<file path="src/rtl/qpp_addr_gen.sv">
// LTE turbo-interleaver QPP address generator, Pi(i) = (f1*i + f2*i^2) mod K.
// Define ERR_CHK_EN to enable parameter checking at start (err output).
module qpp_addr_gen #(
    parameter int KW  = 13,
    parameter int F1W = 9,
    parameter int F2W = 10
) (
    input  logic          clk,
    input  logic          rst_n,
    input  logic          start,
    input  logic [KW-1:0] k_len,
    input  logic [F1W-1:0] f1,
    input  logic [F2W-1:0] f2,
    output logic [KW-1:0] addr,
    output logic          addr_valid,
    input  logic          addr_ready,
    output logic          busy,
    output logic          done,
    output logic          err
);

    typedef enum logic [1:0] {
        IDLE,
        INIT,
        RUN
    } state_e;

    state_e        state_q;
    logic [KW-1:0] k_q;
    logic [F1W-1:0] f1_q;
    logic [F2W-1:0] f2_q;
    logic [KW-1:0] pi_q;
    logic [KW-1:0] g_q;
    logic [KW-1:0] d2_q;
    logic [KW-1:0] i_q;
    logic          addr_valid_q;
    logic          busy_q;
    logic          done_q;

    logic [KW:0]   k_ext;
    logic [KW:0]   sum_pi;
    logic [KW:0]   sum_g;
    logic [KW:0]   sum_init;
    logic [KW:0]   sum_d2;
    logic [KW:0]   red_pi;
    logic [KW:0]   red_g;
    logic [KW:0]   red_init;
    logic [KW:0]   red_d2;
    logic [KW-1:0] pi_d;
    logic [KW-1:0] g_d;
    logic [KW-1:0] g_init_d;
    logic [KW-1:0] d2_init_d;
    logic          last_d;

    // Every modulo is one conditional subtract; operands are assumed < K.
    always_comb begin
        k_ext     = {1'b0, k_q};
        sum_pi    = {1'b0, pi_q} + {1'b0, g_q};
        sum_g     = {1'b0, g_q} + {1'b0, d2_q};
        sum_init  = {{(KW+1-F1W){1'b0}}, f1_q}
                  + {{(KW+1-F2W){1'b0}}, f2_q};
        sum_d2    = {{(KW-F2W){1'b0}}, f2_q, 1'b0};
        red_pi    = (sum_pi >= k_ext) ? sum_pi - k_ext : sum_pi;
        red_g     = (sum_g >= k_ext) ? sum_g - k_ext : sum_g;
        red_init  = (sum_init >= k_ext) ? sum_init - k_ext : sum_init;
        red_d2    = (sum_d2 >= k_ext) ? sum_d2 - k_ext : sum_d2;
        pi_d      = red_pi[KW-1:0];
        g_d       = red_g[KW-1:0];
        g_init_d  = red_init[KW-1:0];
        d2_init_d = red_d2[KW-1:0];
        // K=0 and K=1 both end after the first address.
        last_d    = ({1'b0, i_q} + (KW+1)'(1)) >= k_ext;
    end

`ifdef ERR_CHK_EN
    logic err_q;
    logic param_bad;

    always_comb begin
        param_bad = (k_len < KW'(40))
                 || (k_len > KW'(6144))
                 || k_len[0]
                 || (KW'(f1) >= k_len)
                 || (KW'(f2) >= k_len)
                 || !f1[0];
    end

    assign err = err_q;
`else
    assign err = 1'b0;
`endif

    always_ff @(posedge clk) begin
        if (!rst_n) begin
            state_q      <= IDLE;
            k_q          <= '0;
            f1_q         <= '0;
            f2_q         <= '0;
            pi_q         <= '0;
            g_q          <= '0;
            d2_q         <= '0;
            i_q          <= '0;
            addr_valid_q <= 1'b0;
            busy_q       <= 1'b0;
            done_q       <= 1'b0;
`ifdef ERR_CHK_EN
            err_q        <= 1'b0;
`endif
        end else begin
            done_q <= 1'b0;
            unique case (state_q)
                IDLE: begin
                    if (start) begin
`ifdef ERR_CHK_EN
                        if (param_bad) begin
                            err_q  <= 1'b1;
                            done_q <= 1'b1;
                        end else begin
                            err_q   <= 1'b0;
                            k_q     <= k_len;
                            f1_q    <= f1;
                            f2_q    <= f2;
                            busy_q  <= 1'b1;
                            state_q <= INIT;
                        end
`else
                        k_q     <= k_len;
                        f1_q    <= f1;
                        f2_q    <= f2;
                        busy_q  <= 1'b1;
                        state_q <= INIT;
`endif
                    end
                end
                INIT: begin
                    g_q          <= g_init_d;
                    d2_q         <= d2_init_d;
                    pi_q         <= '0;
                    i_q          <= '0;
                    addr_valid_q <= 1'b1;
                    state_q      <= RUN;
                end
                RUN: begin
                    if (addr_ready) begin
                        if (last_d) begin
                            addr_valid_q <= 1'b0;
                            busy_q       <= 1'b0;
                            done_q       <= 1'b1;
                            state_q      <= IDLE;
                        end else begin
                            pi_q <= pi_d;
                            g_q  <= g_d;
                            i_q  <= i_q + KW'(1);
                        end
                    end
                end
                default: state_q <= IDLE;
            endcase
        end
    end

    assign addr       = pi_q;
    assign addr_valid = addr_valid_q;
    assign busy       = busy_q;
    assign done       = done_q;

endmodule
</file>
<file path="config.mk">
export PLATFORM = sky130hd
export DESIGN_NAME = qpp_addr_gen
export DESIGN_NICKNAME = d
export VERILOG_FILES = /design/src/rtl/qpp_addr_gen.sv
export SDC_FILE = /design/constraint.sdc
export NUM_CORES = 1
export LEC_CHECK = 0
export ABC_AREA = 1
export BUFFER_PORTS_ARGS = -buffer_cell sky130_fd_sc_hd__buf_2
export CAP_MARGIN = 20
export CORE_AREA = 2 2 113 224
export CTS_BUF_LIST = sky130_fd_sc_hd__clkbuf_4 sky130_fd_sc_hd__clkbuf_8
export CTS_CLUSTER_SIZE = 30
export DETAILED_ROUTE_END_ITERATION = 12
export DIE_AREA = 0 0 115 226
export SLEW_MARGIN = 15
export SYNTH_ARGS = -nofsm -noshare
export SYNTH_HDL_FRONTEND = slang
export SYNTH_SLANG_ARGS = --single-unit
</file>
<file path="constraint.sdc">
create_clock -name clk -period 8.65 [get_ports clk]
set_clock_uncertainty 0.1 [all_clocks]
set_input_delay 1.2975 -clock clk [delete_from_list [all_inputs] [get_ports clk]]
set_output_delay 1.2975 -clock clk [all_outputs]
set_load 0.01 [all_outputs]
</file>
== Word level (Yosys, flattened, before mapping) ==
Cells that the tools add are included.

* Input port bits: 36
* Register bits after elaboration: 89
* Logic and storage cells: 63

* Equal/unequal tests: 6
* Add/subtract/negate cells: 9
* Multiplexer cells: 23
* Order comparisons: 5
* Reductions and logical operators: 9

{| class="wikitable"
|+ Operator list
! cell !! number
|-
| 13-bit two-way mux || 10
|-
| 13-bit case mux with 2 select lines || 3
|-
| 14-bit by 13-bit >= comparator with 1-bit output || 3
|-
| 13-bit by 13-bit adder with 14-bit output || 2
|-
| 11-bit by 13-bit >= comparator with 1-bit output || 2
|-
| 11-bit by 13-bit subtractor with 13-bit output || 2
|-
| 13-bit subtractor || 2
|-
| 13-bit by 1-bit adder with 14-bit output (second input constant) || 1
|-
| 13-bit by 1-bit adder with 13-bit output (second input constant) || 1
|-
| 3-bit AND reduction || 4
|-
| 9-bit by 10-bit adder with 11-bit output || 1
|-
| 2-bit != test (second input constant) || 4
|-
| 2-bit two-way mux || 3
|-
| 2-bit case mux with 3 select lines || 1
|-
| 1-bit two-way mux || 4
|-
| 1-bit case mux with 2 select lines || 2
|-
| 4-bit AND reduction || 1
|-
| 2-bit nonzero test || 2
|-
| 2-bit by 1-bit == test with 1-bit output (second input constant) || 1
|-
| 2-bit == test (second input constant) || 1
|-
| 2-bit zero test || 1
|-
| 2-bit AND reduction || 1
|}

== Depth between registers and ports, before layout ==
Gate-level depths: netlist (run 1).

* Word-level depth: 6
* Mapped depth: 25
* Gate-level depth less buffers: 25

== Worst setup path after synthesis (run 1) ==
OpenSTA, ideal clock, no wires.

* Path kind: reg2reg
* From: reg pi_q[0] (netlist: addr[0])
* To: reg pi_q[6] (netlist: addr[6])
* Arrival time: 3.075 ns
* Clock period less this slack: 3.309 ns
* Path slack: 5.341 ns
* Stages on the path, launching flop included: 23
* Library setup time: 0.133 ns
* Path through: dfxtp_1 > ha_1 > inv_1 > fa_1 > inv_1 > nand3_1 > nand2_1 > nand2_1 > o211ai_1 > xor2_1 > inv_1 > ha_1 > nand2_1 > nor2_1 > nor2_1 > nand3_1 > nand2_1 > nand2_1 > nand2_1 > buf_1 > nand3_1 > nand3_2 > a21oi_2

* Word-level cells in the longest chain between the ends: 6

{| class="wikitable"
|+ RTL lines
! item !! line !! text
|-
| start: declaration || 32 || <nowiki>logic [KW-1:0] pi_q;</nowiki>
|-
| start signal: assignment || 151 || <nowiki>pi_q <= pi_d;</nowiki>
|-
| 13-bit by 13-bit adder with 14-bit output * || 58 || <nowiki>sum_pi = {1'b0, pi_q} + {1'b0, g_q};</nowiki>
|-
| 13-bit subtractor or 14-bit by 13-bit >= comparator with 1-bit output (tied branches) || 63 || <nowiki>red_pi = (sum_pi >= k_ext) ? sum_pi - k_ext : sum_pi;</nowiki>
|-
| 13-bit two-way mux * || 63 ||
|-
| 13-bit two-way mux * || 145 || <nowiki>if (last_d) begin</nowiki>
|-
| 13-bit two-way mux * || 144 || <nowiki>if (addr_ready) begin</nowiki>
|-
| 13-bit case mux with 2 select lines * || 111 || <nowiki>unique case (state_q)</nowiki>
|}

Mark *: on every way between the ends. The rest lies on a longest branch, timed or not. The select of a mux whose other input is x is not followed.
A chain may end at the register's enable or synchronous reset.

== Worst setup path after layout (run 1) ==
* From: reg pi_q[0] (netlist: addr[0])
* To: reg pi_q[1] (netlist: addr[1])

The elaborated chain is that of the path after synthesis.

==> results.py, run 1 <==
metrics = {
    "sta": {
        "slew_headroom_pct": 41.3,
        "period_needed_ps": 4280,
        "hold_viol_final": 0,
        "worst_slack_ps": 4370,
        "hold_ws_ps": 378,
        "setup_viol": 0,
        "worst_slew_pin_slew_ps": 881,
        "fin_tns_setup_ps": 0,
        "finalCritPeriodShare_pct": 49.5,
        "rsz0062_at_grt": "no",
        "fmax_mhz": 233,
        "finalMaxSlewViolations": 0,
    },
    "final_layout": {
        "fin_area_um2": 9430,
        "fin_nets": 1543,
        "drive_gt1_share_pct": 8.17,
        "areaGrowthSynthToFinish_pct": 7.22,
        "diodes": 0,
        "layout_common_cells": "322 x nand2_1, 188 x inv_1, 137 x nor2_1",
        "layout_commonest_cell": "nand2_1",
    },
    "worst_setup_path": {
        "rr_endpoint": "addr[1]",
        "cp-start-kind": "register",
        "path_max_fanout": 14,
        "crit-reg2reg-launch": "addr[0]",
        "worst_r2r_path_depth": 22,
        "crit_type": "register to register",
        "critPathRequiredTime_ps": 8900,
        "worstSetupEndpointType": "register",
        "critPathArrivalTime_ps": 4530,
        "regToRegSetupSlack_ps": 4370,
    },
    "cts": {
        "post_cts_resized": 0,
        "cts_hold_buf": 0,
        "cts_buffers": 9,
        "post_cts_buffers": 0,
        "worstSkewPairLatency_ps": 430,
        "ctsRootBufferMaster": "clkbuf_8",
        "cts.sinks": 89,
        "cts_tree": "yes",
        "htree_levels": 3,
        "clk_pin_slew_ps": 110,
        "clk_path_buf_depth": 2,
    },
    "power_and_ir_drop": {
        "power_leakage_nw": 4.89,
        "ir_drop_mv": 0.107,
        "pwr_density_cell_nw_per_um2": 228,
        "power_mw": 2.15,
    },
    "yosys": {
        "syn_inst": 1374,
        "postSynthAreaPerCell_um2": 6.40,
        "synth_top_area_share_pct": 20.3,
        "synth_area_um2": 8800,
        "syn-num-nets": 1514,
        "synth.largest_area_cell": "dfxtp_1",
        "synthFlopType": "dfxtp_1",
        "synth_edf_count": 0,
        "synth-seq-area-share_pct": 20.3,
        "synthTopCellsByArea": "dfxtp_1 20%, ha_1 14%, nand2_1 14%",
        "synthArstFlopShare_pct": 0,
        "ys_seq_elements": 89,
        "synthDistinctLibCells": 44,
        "ys.warnings.count": 0,
    },
    "place": {
        "place_hpwl_um": 25400,
        "dpl_cell_area_um2": 9240,
        "gp_congestion": 1.06,
        "numPortBuffers": 51,
        "pre_cts_slack_ps": 4420,
    },
    "routing": {
        "vias": 9163,
        "vias_per_cell": 5.40,
        "drc": 0,
        "detail-route-antenna-nets": 0,
        "drtIter0Drc": 472,
        "firstDrtPassIters": 5,
        "wl_per_cell_um": 18.8,
        "routed_wl_um": 31800,
    },
    "global_routing": {
        "grt_overflow": 0,
        "grt_antenna_before_repair": 0,
        "grt_usage_pct": 25.0,
        "grt_max_degree": 54,
        "grt_first_pass_wirelength_um": 48000,
        "grt_pass1_vias": 9007,
    },
    "die": {
        "start_util_pct": 36.2,
        "die_x_um": 115,
        "num_io_pins": 53,
        "rows": 81,
        "fp.coreArea_um2": 24300,
        "die_area_um2": 26000,
        "die_y_um": 226,
    },
    "min_path": {
        "worstHoldPathType": "register to register",
        "hold_end": "addr_valid",
        "whs_path_depth": 2,
        "holdCritStartpoint": "addr_valid",
    },
    "run_status": {
        "status": "finished, final reports clean",
    },
    "flow_run": {
        "drv_cap": 0,
    },
}
-- layout make-up --
cell class,instances,area [um2]
multi-input combinational,1056,6090
clock buffer,9,124
sequential,89,1780
tap,290,363
timing repair buffer,54,278
clock inverter,7,73.8
fill,2749,14900
inverter,193,727
-- per-layer routing --
layer  GRT usage (%)  vias up  wire [um]  part of all wire (%)
met5               0        -          0                     0
met4            23.9        0       3410                    11
met3            5.21      149       1480                   4.6
met2            46.1      289      17000                    53
met1            21.2     4183       9980                    31
li1                -     4542          -                     -
-- metrics by stage --
step,cells,util [%]
floorplan,1374,-
global placement,1682,38.0
detailed placement,1682,38.0
CTS,1698,38.8
global route,1698,38.8
finish,1698,38.8
-- sequential cells by signal, summed over array words and instances (netlist names) --
name	count
g_q	13
i_q	13
f2_q	10
d2_q	13
addr	13
addr_valid	1
k_q	13
done	1
state_q	2
busy	1
f1_q	9
-- power by group --
group	internal, mW	switching, mW
combinational	0.433	0.913
clock	0.114	0.195
sequential	0.447	0.0478
-- cells by family (layout without fill, tap and decap cells) --
| kind of cell | Yosys count | count (layout) | share of synthesized area (%) |
|---|---|---|---|
| fa+ha+maj | 104 | 104 | 15.4 |
| buf+inv | 229 | 263 | 10.6 |
| flops | 89 | 89 | 20.3 |
| xor+xnor | 65 | 65 | 6.47 |
| other cells | 1 | 1 | 0.0426 |
| compound gates | 239 | 239 | 15.3 |
| simple gates | 647 | 647 | 32.0 |
-- critical path, stage by stage (launching register included) --
cell and delay [ps]:
dfxtp_1 390, ha_1 250, inv_1 120, fa_1 460, inv_1 80, nand3_1 60, nand2_1 130, nand2_1 70
o211ai_1 120, xor2_1 280, inv_1 90, ha_1 340, nand2_1 150, nor2_1 60, nor2_1 130, nand3_1 90
nand2_1 60, nand2_1 70, nand2_1 350, nand2_1 380, nand2_1 150, nand3_1 90, a21oi_1 170
-- worst max-delay path by stage --
stage | startpoint | to | cells after the start
after floorplan | addr[0] | addr[6] | 22
after global placement | addr[0] | addr[1] | 22
after detailed placement | addr[0] | addr[6] | 22
after CTS | addr[0] | addr[1] | 22
after global routing | g_q[0] | g_q[8] | 22
final | addr[0] | addr[1] | 22
-- synth_stat cells, types with 2 or more instances --
| master | instances |
|---|---|
| nand2_1 | 322 |
| inv_1 | 188 |
| nor2_1 | 137 |
| nand3_1 | 122 |
| a21oi_1 | 107 |
| ha_1 | 97 |
| dfxtp_1 | 89 |
| o21ai_0 | 76 |
| xor2_1 | 44 |
| nand4_1 | 22 |
| xnor2_1 | 21 |
| clkbuf_1 | 18 |
| a21oi_2 | 17 |
| nand3_2 | 11 |
| o211ai_1 | 11 |
| nor3_1 | 10 |
| o21bai_1 | 9 |
| buf_2 | 8 |
| nand3b_1 | 8 |
| fa_1 | 7 |
| a21o_1 | 5 |
| o21ai_1 | 5 |
| buf_6 | 4 |
| nand2_2 | 4 |
| buf_4 | 3 |
| nor2_2 | 3 |
| or2_2 | 3 |
| a21boi_0 | 2 |
| a31oi_1 | 2 |
| buf_1 | 2 |
| clkinv_1 | 2 |
| inv_2 | 2 |
| o2111ai_1 | 2 |
(Power assumes the default switching activity.)
==> run 2: changes to the inputs <==
- clock period: 8.65 -> 4.5 ns (I/O delays scaled with it)
==> run 2 against run 1 <==
  * Worst hold slack improved by 1.8 ps
  * Combinational power grew 90%
  * Non-clock buffer count grew 9
  * First-iteration DRC count decreased by 1.3%
  * Die area stayed put
  * Total power is 92% higher
  * Worst setup slack worse by 3800 ps
  * Count of clock-buffer cells in the layout unchanged
  * Sequential share of layout area shrank 0.14 points
  * Critical path depth down 1
  * Via count is 0.75% lower
  * Cell count rose by 0.59%
==> results.py, run 2 (same netlist as run 1, synthesis figures left out) <==
metrics = {
    "run_status": {
        "status": "finished, final reports clean",
    },
    "worst_setup_path": {
        "crit_slowest_cell": "fa_1",
        "crit-reg2reg-launch": "g_q[0]",
        "worstSetupEndpointType": "register",
        "critPathRequiredTime_ps": 4740,
        "critPathArrivalTime_ps": 4120,
        "cpLargestDelayFamily": "adder cells",
        "crit_chain": "ha_1 -> inv_1 -> fa_1 -> o21ai_0 -> nand2_1 -> nand2_1 -> xor2_1 -> inv_1 -> ha_1 -> nand2_1 -> nor2_1 -> nand2_1 -> o21bai_1 -> inv_1 -> nand2_1 -> nand2_1 -> buf_4 -> nand3_1 -> nand3_1 -> a21oi_2 -> nor2_1",
        "regToRegSetupSlack_ps": 610,
        "crit_type": "register to register",
        "crit_start": "g_q[0]",
        "max_stage_delay_ps": 420,
        "path_buf_inv": 4,
        "path_max_fanout": 12,
        "cp-start-kind": "register",
        "crit_path_frequent_cell": "nand2_1",
    },
    "global_routing": {
        "grtUsageMet2_pct": 46.6,
        "grt_first_pass_wirelength_um": 48100,
        "grt_usage_pct": 25.0,
        "grt_antenna_before_repair": 1,
        "grt_max_degree": 49,
        "top_usage_layer": "met2",
        "grt_pass1_vias": 9034,
        "grt_overflow": 0,
        "grtUsageMet3_pct": 3.89,
        "met1_usage_pct": 21.5,
    },
    "min_path": {
        "worstHoldPathType": "primary input to register",
        "holdCritStartpoint": "f2[4]",
    },
    "die": {
        "die_x_um": 115,
        "rows": 81,
        "die_y_um": 226,
        "start_util_pct": 36.2,
        "num_io_pins": 53,
        "fp.coreArea_um2": 24300,
        "die_area_um2": 26000,
    },
    "cts": {
        "worstSkewPairLatency_ps": 430,
        "clk_path_buf_depth": 2,
        "ctsRootBufferMaster": "clkbuf_8",
        "clk_pin_slew_ps": 120,
        "post_cts_resized": 0,
        "post_cts_buffers": 0,
        "htree_levels": 3,
        "cts_buffers": 9,
        "cts_hold_buf": 0,
        "cts.sinks": 89,
        "cts_tree": "yes",
    },
    "routing": {
        "firstDrtPassIters": 6,
        "wl_per_cell_um": 18.5,
        "drtIter0Drc": 466,
        "routed_wl_um": 31500,
        "drc": 0,
        "vias": 9094,
        "detail-route-antenna-nets": 0,
        "vias_per_cell": 5.32,
    },
    "sta": {
        "fmax_mhz": 257,
        "finalCritPeriodShare_pct": 86.4,
        "finalMaxSlewViolations": 0,
        "fin_tns_setup_ps": 0,
        "setup_viol": 0,
        "rsz0062_at_grt": "no",
        "worst_slew_pin_slew_ps": 955,
        "hold_viol_final": 0,
        "period_needed_ps": 3890,
        "slew_headroom_pct": 36.4,
    },
    "power_and_ir_drop": {
        "ir_drop_mv": 0.176,
        "power_leakage_nw": 4.93,
        "power_mw": 4.13,
        "pwr_density_cell_nw_per_um2": 435,
    },
    "flow_run": {
        "drv_cap": 0,
    },
    "final_layout": {
        "fin_nets": 1552,
        "layout_common_cells": "322 x nand2_1, 188 x inv_1, 137 x nor2_1",
        "areaGrowthSynthToFinish_pct": 8.05,
        "drive_gt1_share_pct": 8.75,
        "layout_commonest_cell": "nand2_1",
        "finalNonFillerCells": 1708,
    },
    "place": {
        "gp_congestion": 0.995,
        "dp.cells": 1691,
        "numPortBuffers": 51,
        "place_hpwl_um": 25500,
    },
}
run 2: changes by cell type in the layout (fill, tap and decap cells not counted), sizes merged:
| cell | previous run | this run |
|---|---|---|
| clkinv | 5 | 4 |
| inv | 195 | 196 |
| diode | 0 | 1 |
| buf | 54 | 63 |
run 2: metal layers:
| layer | vias up | part of all wire, % |
|---|---|---|
| met5 | - | 0 |
| met4 | 0 | 11 |
| met3 | 147 | 3.3 |
| met2 | 273 | 53 |
| met1 | 4119 | 32 |
| li1 | 4555 | - |
run 2: power breakdown:
| group | leakage [nW] | switching (mW) | total (mW) | internal (mW) |
|---|---|---|---|---|
| Sequential | 0.729 | 0.0854 | 0.945 | 0.860 |
| Combinational | 4.10 | 1.71 | 2.57 | 0.861 |
| Clock | 0.103 | 0.392 | 0.614 | 0.222 |
| Total | 4.93 | 2.19 | 4.13 | 1.94 |
run 2: layout make-up:
class / count / area (um2)
well taps: 290 / 363
clock inverters: 7 / 76.3
clock buffers: 9 / 124
multi-input cells: 1056 / 6090
diodes: 1 / 2.50
fillers: 2711 / 14800
flip-flops and latches: 89 / 1780
repair buffers: 63 / 345
inverters: 193 / 727
run 2: final timing paths:
check | endpoint | cells after the start
setup / recovery | g_q[2] | 21
hold / removal | f2_q[4] | 3
setup reg to reg | g_q[2] | 21
hold reg to reg | d2_q[0] | 2
run 2: worst register-to-register path: stages (launching register included):
cell and delay [ps]:
dfxtp_1 380, ha_1 220, inv_1 70, fa_1 420, o21ai_0 280, nand2_1 80, nand2_1 100, xor2_1 290
inv_1 90, ha_1 380, nand2_1 120, nor2_1 190, nand2_1 90, o21bai_1 140, inv_1 50, nand2_1 90
nand2_1 80, buf_4 190, nand3_1 80, nand3_1 100, a21oi_2 220, nor2_1 60
run 2: per-stage QoR:
stage	utilization [%]	area, um2	hold slack, ps	setup WS [ps]
finish	39.1	9510	380	611
global route	39.1	9510	406	342
CTS	39.1	9500	367	683
detailed placement	38.3	9300	372	699
global placement	38.3	9300	349	732
floorplan	-	8800	349	1190
